<file path="src/rtl/ranger_pkg.sv">
// Shared definitions for the ultrasonic ranger scheduler.
//   - FSM state encoding (also exported on state_dbg)
//   - result width, timeout sentinel and the result payload struct
//   - saturating scale helper used to turn an echo count into a result
package ranger_pkg;

  localparam int unsigned RESULT_W = 16;
  localparam int unsigned CNT_W    = 32;
  localparam int unsigned STATE_W  = 3;

  localparam logic [RESULT_W-1:0] RESULT_TIMEOUT = 16'hFFFF;

  typedef enum logic [STATE_W-1:0] {
    ST_IDLE      = 3'd0,
    ST_TRIG      = 3'd1,
    ST_TRIG_END  = 3'd2,
    ST_WAIT_ECHO = 3'd3,
    ST_MEASURE   = 3'd4,
    ST_DONE      = 3'd5,
    ST_HOLD      = 3'd6
  } state_e;

  typedef struct packed {
    logic                timeout;
    logic [RESULT_W-1:0] value;
  } meas_t;

  // Shift the echo count down and clamp it to the result range.
  function automatic logic [RESULT_W-1:0] sat_result(input logic [CNT_W-1:0] cnt,
                                                     input int unsigned      shift);
    logic [CNT_W-1:0] s;
    s = cnt >> shift;
    if (s > CNT_W'(RESULT_TIMEOUT)) return RESULT_TIMEOUT;
    return RESULT_W'(s);
  endfunction

endpackage

</file>
<file path="src/rtl/ranger_sync.sv">
// Two-flop synchronizer with registered rise/fall detection for an
// asynchronous single-bit sensor input.
// Ports:
//   clk, reset_n : clock, asynchronous active-low reset
//   async_i      : raw asynchronous input
//   rise_o       : one-cycle pulse after the synchronized value rises
//   fall_o       : one-cycle pulse after the synchronized value falls
module ranger_sync (
  input  logic clk,
  input  logic reset_n,
  input  logic async_i,
  output logic rise_o,
  output logic fall_o
);

  logic meta_q, sync_q, dly_q, rise_q, fall_q;

  // meta_q/sync_q form the synchronizer; dly_q is the previous synced value.
  always_ff @(posedge clk or negedge reset_n) begin
    if (!reset_n) begin
      meta_q <= 1'b0;
      sync_q <= 1'b0;
      dly_q  <= 1'b0;
      rise_q <= 1'b0;
      fall_q <= 1'b0;
    end else begin
      meta_q <= async_i;
      sync_q <= meta_q;
      dly_q  <= sync_q;
      rise_q <= sync_q & ~dly_q;
      fall_q <= ~sync_q & dly_q;
    end
  end

  assign rise_o = rise_q;
  assign fall_o = fall_q;

endmodule

</file>
<file path="src/rtl/ranger_sched.sv">
// Time-multiplexes the single ultrasonic ranger line between FDU0 and FDU1:
// round-robin arbitration of level requests, trigger pulse, echo wait,
// echo width measurement, scaling, done pulse and settle holdoff.
// Optional build macro: RANGER_AVG_EN -- per-FDU running average of the
// last four non-timeout results.
// Ports:
//   clk, reset_n : clock, asynchronous active-low reset
//   req[1:0]     : level request per FDU
//   health[1:0]  : watchdog health per FDU (unhealthy requesters never win)
//   usrs_in      : raw ranger line (asynchronous)
//   usrs_oe/out  : ranger line drive enable / driven value
//   grant[1:0]   : one-hot current owner, 00 when idle
//   busy         : high whenever not IDLE
//   done[1:0]    : one-cycle result-valid pulse to the owner
//   result/timeout : scaled echo width and its timeout qualifier (held)
//   state_dbg    : encoded FSM state
module ranger_sched
  import ranger_pkg::*;
#(
  parameter int unsigned TRIGGER_PULSE      = 250,
  parameter int unsigned ECHO_START_TIMEOUT = 50000,
  parameter int unsigned ECHO_MAX           = 1250000,
  parameter int unsigned HOLDOFF            = 500000,
  parameter int unsigned DIV_SHIFT          = 4
) (
  input  logic                clk,
  input  logic                reset_n,
  input  logic [1:0]          req,
  input  logic [1:0]          health,
  input  logic                usrs_in,
  output logic                usrs_oe,
  output logic                usrs_out,
  output logic [1:0]          grant,
  output logic                busy,
  output logic [1:0]          done,
  output logic [RESULT_W-1:0] result,
  output logic                timeout,
  output logic [STATE_W-1:0]  state_dbg
);

  state_e              state_q, state_d;
  logic [CNT_W-1:0]    cnt_q, cnt_d, cnt_inc;
  logic [1:0]          grant_q, grant_d;
  logic                last_q, last_d;
  meas_t               meas_q, meas_d;
  logic                oe_q, out_q, busy_q;
  logic [1:0]          done_q;
  logic [1:0]          eligible;
  logic                owner, owner_ok, pick;
  logic                echo_rise, echo_fall;
  logic [RESULT_W-1:0] scaled, sample;

  ranger_sync u_sync (
    .clk     (clk),
    .reset_n (reset_n),
    .async_i (usrs_in),
    .rise_o  (echo_rise),
    .fall_o  (echo_fall)
  );

  assign eligible = req & health;
  assign owner    = grant_q[1];
  assign owner_ok = health[owner];
  assign cnt_inc  = cnt_q + 32'd1;
  // cnt_inc includes the cycle in which the fall is recognised, so it equals
  // the raw echo-high width.
  assign scaled   = sat_result(cnt_inc, DIV_SHIFT);

`ifdef RANGER_AVG_EN
  localparam int unsigned SUM_W = RESULT_W + 2;

  // Three most recent samples per FDU; the fourth term is the new sample.
  logic [RESULT_W-1:0] hist_q [2][3];
  logic [SUM_W-1:0]    hist_sum;
  logic                hist_push;

  assign hist_push = (state_q == ST_MEASURE) && owner_ok && echo_fall;
  assign hist_sum  = SUM_W'(scaled) + SUM_W'(hist_q[owner][0])
                   + SUM_W'(hist_q[owner][1]) + SUM_W'(hist_q[owner][2]);
  assign sample    = RESULT_W'(hist_sum >> 2);

  // Shift the new non-timeout sample into the owner's history.
  always_ff @(posedge clk or negedge reset_n) begin
    if (!reset_n) begin
      for (int i = 0; i < 2; i++) begin
        for (int j = 0; j < 3; j++) begin
          hist_q[i][j] <= '0;
        end
      end
    end else if (hist_push) begin
      hist_q[owner][2] <= hist_q[owner][1];
      hist_q[owner][1] <= hist_q[owner][0];
      hist_q[owner][0] <= scaled;
    end
  end
`else
  assign sample = scaled;
`endif

  // State and output registers; outputs are decoded from the next state so
  // they line up with the state they describe.
  always_ff @(posedge clk or negedge reset_n) begin
    if (!reset_n) begin
      state_q <= ST_IDLE;
      cnt_q   <= '0;
      grant_q <= 2'b00;
      last_q  <= 1'b1;
      meas_q  <= '0;
      oe_q    <= 1'b0;
      out_q   <= 1'b0;
      busy_q  <= 1'b0;
      done_q  <= 2'b00;
    end else begin
      state_q <= state_d;
      cnt_q   <= cnt_d;
      grant_q <= grant_d;
      last_q  <= last_d;
      meas_q  <= meas_d;
      oe_q    <= (state_d == ST_TRIG) || (state_d == ST_TRIG_END);
      out_q   <= (state_d == ST_TRIG);
      busy_q  <= (state_d != ST_IDLE);
      done_q  <= (state_d == ST_DONE) ? grant_q : 2'b00;
    end
  end

  // Next-state, arbitration and result capture.
  always_comb begin
    state_d = state_q;
    cnt_d   = cnt_inc;
    grant_d = grant_q;
    last_d  = last_q;
    meas_d  = meas_q;
    pick    = 1'b0;

    case (state_q)
      ST_IDLE: begin
        if (eligible != 2'b00) begin
          pick    = (eligible == 2'b11) ? ~last_q : eligible[1];
          grant_d = pick ? 2'b10 : 2'b01;
          last_d  = pick;
          state_d = ST_TRIG;
        end
      end
      ST_TRIG: begin
        if (!owner_ok) begin
          state_d = ST_HOLD;
        end else if (cnt_inc == CNT_W'(TRIGGER_PULSE)) begin
          state_d = ST_TRIG_END;
        end
      end
      ST_TRIG_END: begin
        state_d = owner_ok ? ST_WAIT_ECHO : ST_HOLD;
      end
      ST_WAIT_ECHO: begin
        if (!owner_ok) begin
          state_d = ST_HOLD;
        end else if (echo_rise) begin
          state_d = ST_MEASURE;
        end else if (cnt_inc == CNT_W'(ECHO_START_TIMEOUT)) begin
          meas_d.timeout = 1'b1;
          meas_d.value   = RESULT_TIMEOUT;
          state_d        = ST_DONE;
        end
      end
      ST_MEASURE: begin
        if (!owner_ok) begin
          state_d = ST_HOLD;
        end else if (echo_fall) begin
          meas_d.timeout = 1'b0;
          meas_d.value   = sample;
          state_d        = ST_DONE;
        end else if (cnt_inc == CNT_W'(ECHO_MAX)) begin
          meas_d.timeout = 1'b1;
          meas_d.value   = RESULT_TIMEOUT;
          state_d        = ST_DONE;
        end
      end
      ST_DONE: begin
        state_d = ST_HOLD;
      end
      ST_HOLD: begin
        if (cnt_inc == CNT_W'(HOLDOFF)) begin
          state_d = ST_IDLE;
        end
      end
      default: begin
        state_d = ST_IDLE;
      end
    endcase

    // The line owner is released on any entry into HOLD (normal or abort).
    if (state_d == ST_HOLD) grant_d = 2'b00;
    if (state_d != state_q) cnt_d = '0;
  end

  assign usrs_oe   = oe_q;
  assign usrs_out  = out_q;
  assign grant     = grant_q;
  assign busy      = busy_q;
  assign done      = done_q;
  assign result    = meas_q.value;
  assign timeout   = meas_q.timeout;
  assign state_dbg = state_q;

endmodule

</file>
<file path="config.mk">
export PLATFORM = sky130hd
export DESIGN_NAME = ranger_sched
export DESIGN_NICKNAME = d
export VERILOG_FILES = /design/src/rtl/ranger_pkg.sv /design/src/rtl/ranger_sync.sv /design/src/rtl/ranger_sched.sv
export SDC_FILE = /design/constraint.sdc
export NUM_CORES = 1
export LEC_CHECK = 0
export CORE_MARGIN = 3
export CORE_UTILIZATION = 45
export DETAILED_ROUTE_END_ITERATION = 8
export PLACE_DENSITY = 0.69
export SYNTH_ARGS = -nofsm -noshare
export SYNTH_HDL_FRONTEND = slang
export SYNTH_SLANG_ARGS = --single-unit
</file>
<file path="constraint.sdc">
create_clock -name clk -period 5.9 [get_ports clk]
set_input_delay 1.18 -clock clk [delete_from_list [all_inputs] [get_ports clk]]
set_output_delay 1.18 -clock clk [all_outputs]
set_load 0.01 [all_outputs]
</file>
### Yosys cells after proc, flatten, opt, wreduce, memory -nomap -nowiden

Index checks and enable logic that the tools add are counted.

* bitwise logic cells: 6
* magnitude comparators: 2
* add/subtract/negate cells: 1
* reductions and logical operators: 10
* equal/unequal tests: 21
* mux-type cells: 31

Operators with widths (count)
* 2-to-1 mux 17 bit: 6
* case mux 17 bit (2 select lines): 1
* 2-to-1 mux 3 bit: 11
* adder 32 x 1 -> 32 bit, second input constant: 1
* equality test 32 x 16 -> 1 bit, second input constant: 1
* equality test 32 x 19 -> 1 bit, second input constant: 1
* equality test 32 x 21 -> 1 bit, second input constant: 1
* equality test 32 x 8 -> 1 bit, second input constant: 1
* 2-to-1 mux 16 bit: 2
* 2-to-1 mux 32 bit: 1
* > comparator 28 x 16 -> 1 bit, second input constant: 1
* case mux 3 bit (7 select lines): 1
* equality test 3 bit, second input constant: 5
* 2-to-1 mux 2 bit: 5
* equality test 3 x 2 -> 1 bit, second input constant: 3
* != test 2 bit, second input constant: 4
* nonzero test 2 bit: 4
* equality test 3 x 1 -> 1 bit, second input constant: 2
* AND reduction 6 bit: 1
* 2-to-1 mux 1 bit: 4
* AND reduction 2 bit: 2
* zero test 3 bit: 1
* != test 3 x 2 -> 1 bit, second input constant: 1
* != test 3 bit: 1
* 7 further kinds: 10

* input bits: 7
* output and inout bits: 27
* bits in registers: 65
* word-level logic and storage cells: 86

### Logic depth before layout (Yosys ltp)

* depth in word-level cells: 9
* depth in mapped cells: 13
* depth with buffers taken out: 10

### By module

Synthesis repeated with hierarchy kept, for this count alone.

* cells, all modules: 401
* area total of the unflattened synthesis: 3711.1 um^2

Modules (own cells, without submodules)
* ranger_sched: sequential area each 1502.7 um^2, area an instance 3570.9 um^2, cells an instance 394, times used 1
* ranger_sync: sequential area each 125.1 um^2, area an instance 140.1 um^2, cells an instance 7, times used 1

### Least setup slack after synthesis

OpenSTA, ideal clock, no wires.

* kind: flip-flop to flip-flop
* start: register cnt_q[0]
* end: register cnt_q[14]
* stages on the path, launching flop included: 13
* path buffers: 2
* required time: 5.767 ns
* setup time: 0.133 ns
* period minus slack after synthesis: 3.877 ns
* path slack: 2.023 ns
* arrival time: 3.744 ns
* path through: dfrtp_1 > ha_1 > buf_4 > nand3_4 > or4_4 > o31a_1 > or4_1 > or4_4 > nor4_4 > o22ai_2 > mux2i_2 > buf_6 > nor3_2

* word-level cells in the longest chain between the ends: 8
* elaborated cells between the ends (all ways): 17
* those cells by class: add/sub: 1; eq/ne: 5; mux: 11

Ends and longest elaborated chain
* start, declared: line ranger_sched.sv:42 `logic [CNT_W-1:0] cnt_q, cnt_d, cnt_inc;`
* start signal, assigned: line ranger_sched.sv:115 `cnt_q <= cnt_d;`
* adder 32 x 1 -> 32 bit *: line ranger_sched.sv:64 `assign cnt_inc = cnt_q + 32'd1;`
* equality test 32 x 21 -> 1 bit / equality test 32 x 16 -> 1 bit (equally long branches): line ranger_sched.sv:172, ranger_sched.sv:159
* 2-to-1 mux 3 bit, on equally long branches: line ranger_sched.sv:172, ranger_sched.sv:159
* 2-to-1 mux 3 bit, on equally long branches: line ranger_sched.sv:168, ranger_sched.sv:157
* 2-to-1 mux 3 bit, on equally long branches: line ranger_sched.sv:166, ranger_sched.sv:155
* case mux 3 bit (7 select lines): line ranger_sched.sv:135 `case (state_q)`
* != test 3 bit: line ranger_sched.sv:193 `if (state_d != state_q) cnt_d = '0;`
* 2-to-1 mux 32 bit *: line ranger_sched.sv:193
* net cnt_d[14]: line ranger_sched.sv:42

Mark *: on every way through the listed nets, which the timed path passes. The rest lies on a longest branch.
A chain may end at the register's enable or synchronous reset.

### Final worst setup path

* start: register cnt_q[0]
* end: register cnt_q[11]

Same word-level chain as after synthesis.

==> impl_metrics.json <==
{
  "grt_max_degree": 66,
  "num_vias": 3317,
  "min-delay-path-class": "reg2reg",
  "synth_edf_count": 0,
  "synthTopCellsByArea": "dfrtp_1, nor3_2, xnor2_1",
  "drcViolationCount": 0,
  "drv_slew": 0,
  "layout.nets": 450,
  "final-hold-violation-count": 0,
  "instances_no_fill": 554,
  "drtAntennaViolNets": 0,
  "dp.cells": 538,
  "cts_setup_buffers": 0,
  "final_cell_mix": "dfrtp_1, nand2_1, clkdlybuf4s50_1",
  "fin_crit_ns": 4.65,
  "globalplace.congestion": 0.912,
  "worst_slack_ns": 1.25,
  "port_buffers": 33,
  "antenna_found_initial": 0,
  "min_period_over_period": 0.789,
  "grt_pass1_wl_um": 15500,
  "p_leak_uw": 0.00168,
  "rsz0062_at_grt": "no",
  "core-area_um2": 8810,
  "die_height_um": 102,
  "cp_data_arrival_time_ns": 4.85,
  "clk_pin_slew_worst_paths_ns": 0.08,
  "syn_area_per_cell_um2": 9.82,
  "vias_per_cell": 5.99,
  "cts.htree.levels": 3,
  "cts_tree": "built",
  "r2r-start": "cnt_q[0]",
  "routed_wl_um": 9360,
  "dominantRegCellSynth": "dfrtp_1",
  "crit_start": "cnt_q[0]",
  "syn_area_um2": 4110,
  "end_kind": "flop",
  "ioPinCount": 34,
  "numCtsBuffers": 9,
  "n_antenna_cell": 0,
  "start_util": 0.467,
  "drive_gt1_frac": 0.184,
  "finalClockSkew_ns": 0.0106,
  "min_path_cells": 0,
  "drtIter0Drc": 201,
  "syn_inst": 419,
  "layout_commonest_cell": "dfrtp_1",
  "outcome": "completed",
  "critPathLaunchType": "flop",
  "setup_violations": 0,
  "grt_use_total": 0.189,
  "area_growth_pct": 13.3,
  "synth-warning-count": 0,
  "grt_pass1_vias": 3141,
  "holdBufCountCts": 0,
  "firstDrtPassIters": 5,
  "ys_seq_elements": 65,
  "wl_per_cell_um": 16.9,
  "dieArea_um2": 10300,
  "clock_latency_ns": 0.34,
  "post_cts_resized": 0,
  "powerDensity_nw_per_um2": 393,
  "rows": 34,
  "worst_pin_slew_ns": 0.880,
  "yosysTopAreaCell": "dfrtp_1",
  "cp_max_fo": 19,
  "slew_headroom": 0.408,
  "drv_cap": 0,
  "ys_seq_area_frac": 0.396,
  "grt.overflow.total": 0,
  "setup_tns_ns": 0,
  "ctsLongestPathBuffers": 2,
  "critical_path_class": "reg2reg",
  "clock.fmax_ghz": 0.215,
  "dp_slack_ns": 1.27,
  "worst_ir_drop_vdd_uv": 246,
  "holdCritStartpoint": "u_sync.meta_q",
  "yosysUniqueCellTypes": 67,
  "root_buffer": "clkbuf_8",
  "die_w_um": 102,
  "yosys.area.top_type_share": 0.389,
  "post-dp-hpwl_um": 6730,
  "synth.net_count": 428,
  "clock_sinks": 65,
  "rr_worst_depth": 11,
  "synthArstFlopShare": 1.00,
  "critPathRequiredTime_ns": 6.10
}
## cell families after synthesis
logic type                 Yosys count  share of synthesized area
DFF                                 65                      0.396
AOI/OAI and AO/OA                   54                     0.0912
and+or+nand+nor                    214                      0.340
adders and majority gates            2                    0.00608
buffers and inverters               37                     0.0554
muxes                               20                     0.0544
xor gates and xnor gates            27                     0.0575
## worst max-delay path, cell delays in order (launching register included)
cell and delay, ns:
dfrtp_1 0.50, ha_1 0.44, nand3_4 0.18, or4_4 0.54
o31a_1 0.35, or4_1 0.54, or4_4 0.55, o21a_1 0.20
or3_1 0.39, o211ai_4 0.29, buf_4 0.43, nor3b_1 0.09
## registers in the layout (all words and copies together), names as in the netlist
| register | flops |
|---|---|
| grant | 2 |
| u_sync.fall_o | 1 |
| u_sync.sync_q | 1 |
| done | 2 |
| usrs_out | 1 |
| u_sync.meta_q | 1 |
| result | 16 |
| timeout | 1 |
| last_q | 1 |
| cnt_q | 32 |
| u_sync.rise_o | 1 |
| state_dbg | 3 |
| u_sync.dly_q | 1 |
| busy | 1 |
| usrs_oe | 1 |
## cell type report
type                            count  area (µm²)
Multi-Input combinational cell    317        2280
Clock inverter                      7         100
Timing Repair Buffer               37         355
Inverter                           11        41.3
Tap cell                          108         135
Fill cell                         775        4150
Clock buffer                        9         124
Sequential cell                    65        1630
## report_power, final
group | switching (µW) | total (µW) | internal [µW]
clock network | 185 | 427 | 241
registers | 82.6 | 615 | 532
logic | 474 | 791 | 317
## cells in the mapped netlist, types with 8 or more instances
cell type  number
nand2b_1        8
nor3_1         10
nand2_1        40
nor2_1         18
dfrtp_1        64
xnor2_1        21
or3_1           9
nor4_1         13
buf_6           8
a21oi_1         9
nand3_1        20
nor3_2         22
mux2_2         10
inv_1          10
nor3b_2         8
o21ai_0        11
nand4_1        19
## per-layer routing
layer | wire length, µm | track usage | up-vias
met5 | 0 | 0 | -
li1 | - | - | 1581
met4 | 265 | 0.0736 | 0
met2 | 4470 | 0.293 | 93
met1 | 4220 | 0.254 | 1619
met3 | 408 | 0.0482 | 24
## final timing paths
kind,endpoint,slack [ns]
setup / recovery,cnt_q[11],1.25
hold / removal,u_sync.sync_q,0.39
setup reg to reg,cnt_q[11],1.25
hold reg to reg,u_sync.sync_q,0.39
max in group asynchronous,u_sync.fall_o,4.33
min in group asynchronous,cnt_q[26],1.01
## stage by stage
stage / total power [µW] / hold WS, ns / utilization / instance area [µm²]
floorplan: 1170 / 0.331 / - / 4110
global placement: 1400 / 0.332 / 0.504 / 4440
detailed placement: 1420 / 0.372 / 0.504 / 4440
CTS: 1860 / 0.397 / 0.529 / 4660
global route: 1960 / 0.407 / 0.529 / 4660
finish: 1830 / 0.393 / 0.529 / 4660
(Power assumes the default switching activity.)
